[src/rtl/rv32m_div_unit.sv]
// Iterative radix-2 restoring divider for RV32M DIV/DIVU/REM/REMU.
// One quotient bit per cycle on operand magnitudes; signs are reapplied in FIX.
// Divide-by-zero and signed overflow skip iteration and go straight to FIX.
//
// state | meaning
// IDLE  | waiting for start; operands, op and sign flags latched on accept
// CALC  | one shift/trial-subtract iteration per cycle, XLEN cycles
// FIX   | sign fix-up, quotient/remainder select, done pulse
module rv32m_div_unit #(
   parameter int XLEN = 32
) (
   input  logic            clk,
   input  logic            rst,
   input  logic            start,
   input  logic [1:0]      op,
   input  logic [XLEN-1:0] dividend,
   input  logic [XLEN-1:0] divisor,
   output logic            busy,
   output logic            done,
   output logic [XLEN-1:0] result
);

   localparam int CW = $clog2(XLEN);

   typedef enum logic [1:0] {IDLE, CALC, FIX} state_t;

   state_t          state;
   logic [CW-1:0]   cnt;
   logic [XLEN-1:0] quo;
   logic [XLEN-1:0] rem;
   logic [XLEN-1:0] dvs;
   logic            neg_q;
   logic            neg_r;
   logic            sel_rem;

   logic            is_signed;
   logic            a_neg;
   logic            b_neg;
   logic [XLEN-1:0] a_mag;
   logic [XLEN-1:0] b_mag;
   logic            div_zero;
   logic            ovf;
   logic [XLEN:0]   shifted;
   logic [XLEN:0]   diff;
   logic [XLEN-1:0] q_fix;
   logic [XLEN-1:0] r_fix;

   // Operand conditioning and the single iteration datapath.
   always_comb begin
      is_signed = ~op[0];
      a_neg     = is_signed & dividend[XLEN-1];
      b_neg     = is_signed & divisor[XLEN-1];
      // Negating 0x80000000 yields 0x80000000, which is 2^31 read unsigned.
      a_mag     = a_neg ? (~dividend + 1'b1) : dividend;
      b_mag     = b_neg ? (~divisor + 1'b1) : divisor;
      div_zero  = (divisor == '0);
      ovf       = is_signed && (dividend == {1'b1, {(XLEN-1){1'b0}}}) && (divisor == '1);
      // Partial remainder stays below the divisor, so shifted - dvs lies in
      // (-2^XLEN, 2^XLEN) and the XLEN+1-bit difference's MSB is its sign.
      shifted   = {rem, quo[XLEN-1]};
      diff      = shifted - {1'b0, dvs};
      q_fix     = neg_q ? (~quo + 1'b1) : quo;
      r_fix     = neg_r ? (~rem + 1'b1) : rem;
   end

   // Control FSM with registered busy/done/result.
   always_ff @(posedge clk) begin
      if (rst) begin
         state   <= IDLE;
         cnt     <= '0;
         quo     <= '0;
         rem     <= '0;
         dvs     <= '0;
         neg_q   <= 1'b0;
         neg_r   <= 1'b0;
         sel_rem <= 1'b0;
         busy    <= 1'b0;
         done    <= 1'b0;
         result  <= '0;
      end else begin
         done <= 1'b0;
         case (state)
            IDLE: begin
               if (start) begin
                  sel_rem <= op[1];
                  cnt     <= '0;
                  busy    <= 1'b1;
                  if (div_zero) begin
                     quo   <= '1;
                     rem   <= dividend;
                     neg_q <= 1'b0;
                     neg_r <= 1'b0;
                     state <= FIX;
                  end else if (ovf) begin
                     quo   <= dividend;
                     rem   <= '0;
                     neg_q <= 1'b0;
                     neg_r <= 1'b0;
                     state <= FIX;
                  end else begin
                     quo   <= a_mag;
                     rem   <= '0;
                     dvs   <= b_mag;
                     neg_q <= a_neg ^ b_neg;
                     neg_r <= a_neg;
                     state <= CALC;
                  end
               end
            end
            CALC: begin
               quo <= {quo[XLEN-2:0], ~diff[XLEN]};
               rem <= diff[XLEN] ? shifted[XLEN-1:0] : diff[XLEN-1:0];
               cnt <= cnt + 1'b1;
               if (cnt == CW'(XLEN - 1)) state <= FIX;
            end
            FIX: begin
               result <= sel_rem ? r_fix : q_fix;
               done   <= 1'b1;
               busy   <= 1'b0;
               state  <= IDLE;
            end
            default: begin
               busy  <= 1'b0;
               state <= IDLE;
            end
         endcase
      end
   end

endmodule
[config.mk]
export PLATFORM = sky130hd
export DESIGN_NAME = rv32m_div_unit
export DESIGN_NICKNAME = d
export VERILOG_FILES = /design/src/rtl/rv32m_div_unit.sv
export SDC_FILE = /design/constraint.sdc
export NUM_CORES = 1
export LEC_CHECK = 0
export ABC_AREA = 1
export BUFFER_PORTS_ARGS = -buffer_cell sky130_fd_sc_hd__buf_4
export CAP_MARGIN = 5
export CORE_ASPECT_RATIO = 1.75
export CORE_UTILIZATION = 40
export DETAILED_ROUTE_END_ITERATION = 8
export MAX_ROUTING_LAYER = met4
export SYNTH_ARGS = -nofsm -noshare
export SYNTH_HDL_FRONTEND = slang
export SYNTH_SLANG_ARGS = --single-unit
[constraint.sdc]
create_clock -name clk -period 4.7 [get_ports clk]
set_clock_uncertainty 0.05 [all_clocks]
set_input_delay 0.705 -clock clk [delete_from_list [all_inputs] [get_ports clk]]
set_output_delay 0.705 -clock clk [all_outputs]
set_load 0.02 [all_outputs]
==> results of run 1 <==
## synth_stat cells (5+ instances only)
cell type / number
dfxtp_1: 140
nand2_2: 9
xnor2_1: 10
a31oi_1: 10
inv_2: 8
buf_6: 11
buf_2: 14
inv_1: 349
nor3_1: 30
nand2_1: 660
nand4_1: 21
o21ai_1: 7
nor2_2: 8
o221ai_1: 5
nand3_1: 176
clkbuf_1: 53
nand2_4: 5
o211ai_1: 15
ha_1: 39
nor4_1: 6
o21ai_0: 163
nor2_1: 230
xor2_1: 54
a21oi_1: 216
a21oi_2: 9
## power groups by stage
stage	Sequential, W	Clock, W	Combinational (W)
floorplan	0.00142	0	0.00178
global placement	0.00147	0	0.00251
detailed placement	0.00147	0	0.00253
CTS	0.00144	0.00133	0.00254
global route	0.00146	0.00137	0.00285
finish	0.00145	0.00132	0.00257
## worst max-delay path: cells and delay by family, from the launching register on
| kind | cells | cell delay (ns) |
|---|---|---|
| AOI/OAI and AO/OA | 1 | 0.06 |
| adders and majority gates | 2 | 0.66 |
| buffers and inverters | 2 | 0.20 |
| DFF | 1 | 0.33 |
| and+or+nand+nor | 12 | 1.53 |
## metal layers
layer / GRT usage [%] / up-vias / part of all wire, %
met2: 60.7 / 534 / 51
met3: 5.04 / 216 / 4.1
met1: 32.3 / 6761 / 34
met5: - / - / 0
met4: 32.6 / 0 / 11
li1: - / 7416 / -
## path summary, 6_finish.rpt
check	from	end	slack, ns	depth (start not counted)
max	quo[31]	rem[14]	1.76	17
min	dvs[2]	dvs[2]	0.42	2
max reg2reg	quo[31]	rem[14]	1.76	17
min reg2reg	dvs[2]	dvs[2]	0.42	2
## layout make-up
| class | instances | area share, % |
|---|---|---|
| Antenna cell | 1 | 0.0173 |
| Tap cell | 396 | 3.43 |
| Clock buffer | 17 | 2.94 |
| Multi-Input combinational cell | 1713 | 58.1 |
| Inverter | 357 | 9.27 |
| Clock inverter | 14 | 0.866 |
| Sequential cell | 140 | 19.4 |
| Timing Repair Buffer | 115 | 5.97 |
## per-stage QoR
stage / utilization (%) / power (W) / std cells / area [µm²] / setup WS (ns)
after detailed placement: 43.9 / 0.00400 / 2721 / 13900 / 1.52
after CTS: 45.7 / 0.00531 / 2752 / 14500 / 1.88
after floorplan: - / 0.00320 / 2293 / 12900 / 2.40
final: 45.7 / 0.00533 / 2753 / 14500 / 1.76
after global routing: 45.7 / 0.00568 / 2753 / 14500 / 1.63
after global placement: 43.9 / 0.00398 / 2721 / 13900 / 1.53
## registers in the layout, summed over array words and instances, names as in the netlist
register,cells
sel_rem,1
dvs,32
rem,32
quo,32
cnt,5
done,1
neg_q,1
busy,1
neg_r,1
state,2
result,32
## cell families after synthesis
group,Yosys count
simple gates,1171
mux,1
fa+ha+maj,40
flops,140
xor+xnor,64
compound gates,437
buf+inv,440
==> impl_metrics.yaml, run 1 <==
drt:
  dr.pass1.iters: 5
  ant_nets: 0
  wirelength_um: 55100
  viasPerCell: 5.42
  vias: 14900
  drt_iter0_drc: 982
  drcViolationCount: 0
  wire_per_inst_um: 20.0
power_and_ir_drop:
  pwr-share-seq_pct: 27.2
  ir_drop_uv: 301
  power.leakage_nw: 7.16
  pwr-share-clk_pct: 24.8
  power.internal_w: 0.00277
  p_per_area_mw_per_mm2: 369
  combinationalPowerShare_pct: 48.1
  switching_power_w: 0.00257
  swShare_pct: 48.2
logic_synthesis:
  yosysUniqueCellTypes: 49
  synth_fa_ha_area_share_pct: 3.93
  yosys-top-cells-area: "dfxtp_1, nand2_1, inv_1"
  synth_largest_area_cell: "dfxtp_1"
  synth_top_family_by_area: "simple AND/OR/NAND/NOR gates"
  synthMuxAreaShare_pct: 0.0870
  synth-simple-area-share_pct: 38.4
  synth_edf_count: 0
  synthCells: 2293
  async_flop_share_pct: 0
  synth_nets: 2402
  synth-seq-cells: 140
  synth_xor_area_share_pct: 4.33
  synth_top_area_share_pct: 21.7
  synth-compound-area-share_pct: 18.0
  synth_flop_cell: "dfxtp_1"
  syn_avg_cell_area_um2: 5.64
  seq_area_frac_synth_pct: 21.7
  synth_area_mm2: 0.0129
  ys_warn_count: 0
placed_design:
  place_congestion: 0.996
  dp_hpwl_um: 44700
  io_buffer_count: 102
timing:
  layout_min_cycle_time_ns: 2.94
  min_period_over_period_pct: 62.6
  tightestPinTransition_ns: 0.984
  hold_ws_ns: 0.418
  setup_tns_ns: 0
  clock.fmax_mhz: 340
  hold_violations: 0
  slew_headroom_pct: 34.3
  slew_violations: 0
  setup_violations: 0
  rsz0062_at_grt: "false"
global_route:
  grt_pass1_vias: 14000
  grt-ovfl-total: 0
  grt_max_degree: 59
  grt_antenna_before_repair: 1
  grt_use_total_pct: 35.0
  grt_pass1_wl_um: 81400
clocking:
  cts_root_buffer: "clkbuf_16"
  tritoncts: "built"
  cts_max_path_buffers: 2
  postCtsSetupBuffers: 0
  clock_latency_ns: 0.46
  cts-buffers-inserted: 17
  cts.clk_slew.worst_paths_ns: 0.07
  hold_buffers: 0
  htreeDepth: 4
  post_cts_resized: 0
  numClockSinks: 140
die:
  dieArea_mm2: 0.0331
  core_area_mm2: 0.0316
  die_h_um: 240
  io_pins: 103
  start_util_pct: 40.9
  dieWidth_um: 138
  row_count: 86
finish:
  final_common_cell: "nand2_1"
  final_cell_mix: "nand2_1, inv_1, nor2_1, a21oi_1, nand3_1"
  nets: 2453
  drive_gt1_share_pct: 8.91
  syn2layout_area_growth_pct: 11.7
  seqCellArea_mm2: 0.00280
  multi_input_area_mm2: 0.00840
  nFillCells: 3568
critical_path:
  path_class: "reg2reg"
  critPathMaxFanout: 28
  path_common_cell: "nand2_2"
  slowest_stage: "fa_1"
  start_kind: "flip-flop"
  crit_chain: "inv_1, ha_1, fa_1, inv_1, nand3_1, nand2_2, nand2_2, nand2_2, nand2_2, nand2_2, nand2_4, nand2_4, nand2_1, nand2_4, nand2_1, nand3_1, a21oi_2"
  arrival_ns: 3.24
  critPathMaxStageDelay_ns: 0.41
  cp-end-kind: "flip-flop"
  required_ns: 5.00
job:
  max_cap_viol_count: 0
outcome:
  status: "finished, final reports clean"
worst_hold_path:
  hold_class: "reg2reg"
Power figures use the tool's default switching activity.
==> inputs of run 2 (changes only) <==
Settings changed: ABC_AREA 1 to 0.
Clock period 4.7 ns to 2.6 ns, I/O delays scaled along.
==> impl_metrics.yaml, run 2 <==
outcome:
  status: "finished with violations"
  violations: "DRC, setup timing"
power_and_ir_drop:
  switching_power_w: 0.00349
  combinationalPowerShare_pct: 49.6
  p_per_area_mw_per_mm2: 636
  power.internal_w: 0.00600
  ir_drop_uv: 547
  power_w: 0.00949
  pwr-share-clk_pct: 23.9
  power.leakage_nw: 6.18
  pwr-share-seq_pct: 26.6
  swShare_pct: 36.8
clocking:
  cts.clk_slew.worst_paths_ns: 0.06
  cts-buffers-inserted: 17
  tritoncts: "built"
  numClockSinks: 140
  cts_root_buffer: "clkbuf_16"
  htreeDepth: 4
  cts_max_path_buffers: 2
  clock_latency_ns: 0.45
  hold_buffers: 0
global_route:
  grt_use_total_pct: 27.0
  grt-ovfl-total: 0
  grt_pass1_wl_um: 56700
  grt_antenna_before_repair: 0
  grt_max_degree: 75
  grt_pass1_vias: 11400
die:
  dieArea_mm2: 0.0273
  start_util_pct: 40.9
  row_count: 78
  core_area_mm2: 0.0261
  die_h_um: 218
  dieWidth_um: 125
  io_pins: 103
logic_synthesis:
  synth_area_mm2: 0.0107
  synth_commonest_cells: "a21oi_1, nand2_1, nor2_1, dfxtp_1, xnor2_1"
  synth_edf_count: 0
  seq_area_frac_synth_pct: 26.3
  yosysUniqueCellTypes: 74
  synthCells: 1428
  yosys-top-cells-area: "dfxtp_1, a21oi_1, xnor2_1"
  synth_largest_area_cell: "dfxtp_1"
  synth-seq-cells: 140
  yosysMostFrequentCell: "a21oi_1"
  ys_warn_count: 0
  synth_top_area_share_pct: 26.3
  synth_nets: 1537
  synth_flop_cell: "dfxtp_1"
  async_flop_share_pct: 0
  syn_avg_cell_area_um2: 7.46
critical_path:
  crit_chain: "inv_2, ha_4, fa_2, nand2b_4, a21o_1, a31o_1, o31a_1, o2111ai_2, a21o_1, and2_4, buf_12, mux2i_2, a2111oi_2"
  cp-end-kind: "flip-flop"
  r2r_start: "quo[31]"
  critPathMaxFanout: 8
  r2r-end: "rem[27]"
  critPathMaxStageDelay_ns: 0.34
  arrival_ns: 3.33
  reg2regPathDepth: 13
  start_kind: "flip-flop"
  cpLargestDelayFamily: "compound AO/OA/AOI/OAI gates"
  path_class: "reg2reg"
  required_ns: 2.90
  slowest_stage: "dfxtp_2"
  r2r_slack_ns: -0.43
  path_common_cell: "a21o_1"
  path_buf_inv: 2
timing:
  hold_violations: 0
  rsz0062_at_grt: "true"
  setup_tns_ns: -11.79
  min_period_over_period_pct: 116
  layout_setup_ws_ns: -0.429
  slew_violations: 0
  setup_violations: 34
  layout_min_cycle_time_ns: 3.03
  slew_headroom_pct: 46.2
  clock.fmax_mhz: 330
  tightestPinTransition_ns: 0.806
placed_design:
  place_congestion: 0.913
  dp_hpwl_um: 28400
  io_buffer_count: 102
drt:
  wirelength_um: 35500
  vias: 11700
  drt_iter0_drc: 584
  viasPerCell: 5.60
  wire_per_inst_um: 17.0
  dr.pass1.iters: 7
  drcViolationCount: 9
  ant_nets: 0
finish:
  post-route-util_pct: 57.2
  final_cell_mix: "buf_4, a21oi_1, nand2_1, nor2_1, dfxtp_1"
  seqCellArea_mm2: 0.00281
  syn2layout_area_growth_pct: 40.0
  drive_gt1_share_pct: 29.9
  diodes: 0
  nFillCells: 2496
  final_common_cell: "buf_4"
  multi_input_area_mm2: 0.00768
  nets: 1872
worst_hold_path:
  min_path_cells: 3
  min_from: "op[1]"
  hold-path-endpoint: "sel_rem"
  hold_class: "in2reg"
job:
  max_cap_viol_count: 0
==> run 2: changes by cell type after synthesis, moves of 53 or more <==
cell	change
o21ai_0	-110
nand3_1	-148
nor2_1	-83
xnor2_1	+78
inv_1	-294
nand2_1	-501
a21oi_1	-53
==> run 2: power by group through the flow <==
stage | clock, W | sequential [W] | combinational [W]
6_report | 0.00227 | 0.00252 | 0.00471
5_1_grt | 0.00238 | 0.00255 | 0.00510
4_1_cts | 0.00230 | 0.00251 | 0.00444
3_5_place_dp | 0 | 0.00256 | 0.00419
3_3_place_gp | 0 | 0.00255 | 0.00415
2_1_floorplan | 0 | 0.00255 | 0.00245
==> run 2: final cells by class <==
class,count,share of cell area [%]
clock inverter,3,0.268
inverter,56,1.41
tap,320,2.68
clock buffer,24,3.23
sequential,140,18.9
timing repair buffer,412,22.1
multi-input combinational,1136,51.5
==> run 2: worst max-delay path by stage <==
stage,start,endpoint,slack (ns),cells past startpoint
5_1_grt,quo[31],rem[7],-0.56,14
3_3_place_gp,quo[31],rem[28],-0.50,14
3_5_place_dp,quo[31],rem[28],-0.56,14
4_1_cts,quo[31],rem[27],-0.44,13
6_report,quo[31],rem[27],-0.43,13
2_1_floorplan,quo[31],rem[4],-0.48,14
==> run 2: cells by family (layout without fill, tap and decap cells) <==
logic type | Yosys count | count (layout) | share of synthesized area, %
adders and majority gates | 40 | 40 | 4.77
DFF | 140 | 140 | 26.3
muxes | 17 | 17 | 1.62
AOI/OAI and AO/OA | 464 | 464 | 29.0
and+or+nand+nor | 475 | 475 | 21.1
xor gates and xnor gates | 140 | 140 | 11.5
buffers and inverters | 152 | 495 | 5.73
==> run 2: per-layer routing <==
layer / up-vias / part of all wire, % / routed length, µm / track usage, %
met2: 272 / 52 / 18700 / 49.3
li1: 5854 / - / - / -
met4: 0 / 5.3 / 1870 / 15.7
met5: - / 0 / 0 / -
met1: 5493 / 39 / 13900 / 27.8
met3: 83 / 3.1 / 1100 / 3.31
==> run 2: through the flow <==
step	cells	setup WS, ns	cell area (µm²)	hold slack [ns]
after detailed placement	2048	-0.555	13900	0.398
final	2091	-0.429	14900	0.149
after global routing	2091	-0.564	14900	0.144
after CTS	2083	-0.438	14600	0.130
after floorplan	1428	-0.480	10800	0.401
after global placement	2048	-0.500	13900	0.392
==> run 2: repair_timing <==
action | in CTS | in global routing
hold endpoints to repair | 0 | 0
cloned | 1 | 0
pin swaps | 16 | 38
endpoints found under the setup margin | 44 | 46
setup buffers | 9 | 8
resized for setup | 28 | 54
==> run 2: tightest hold or removal path: cells and delay by family <==
kind,cells,cell delay [ns]
buf+inv,1,0.08
simple gates,1,0.07
mux,1,0.06
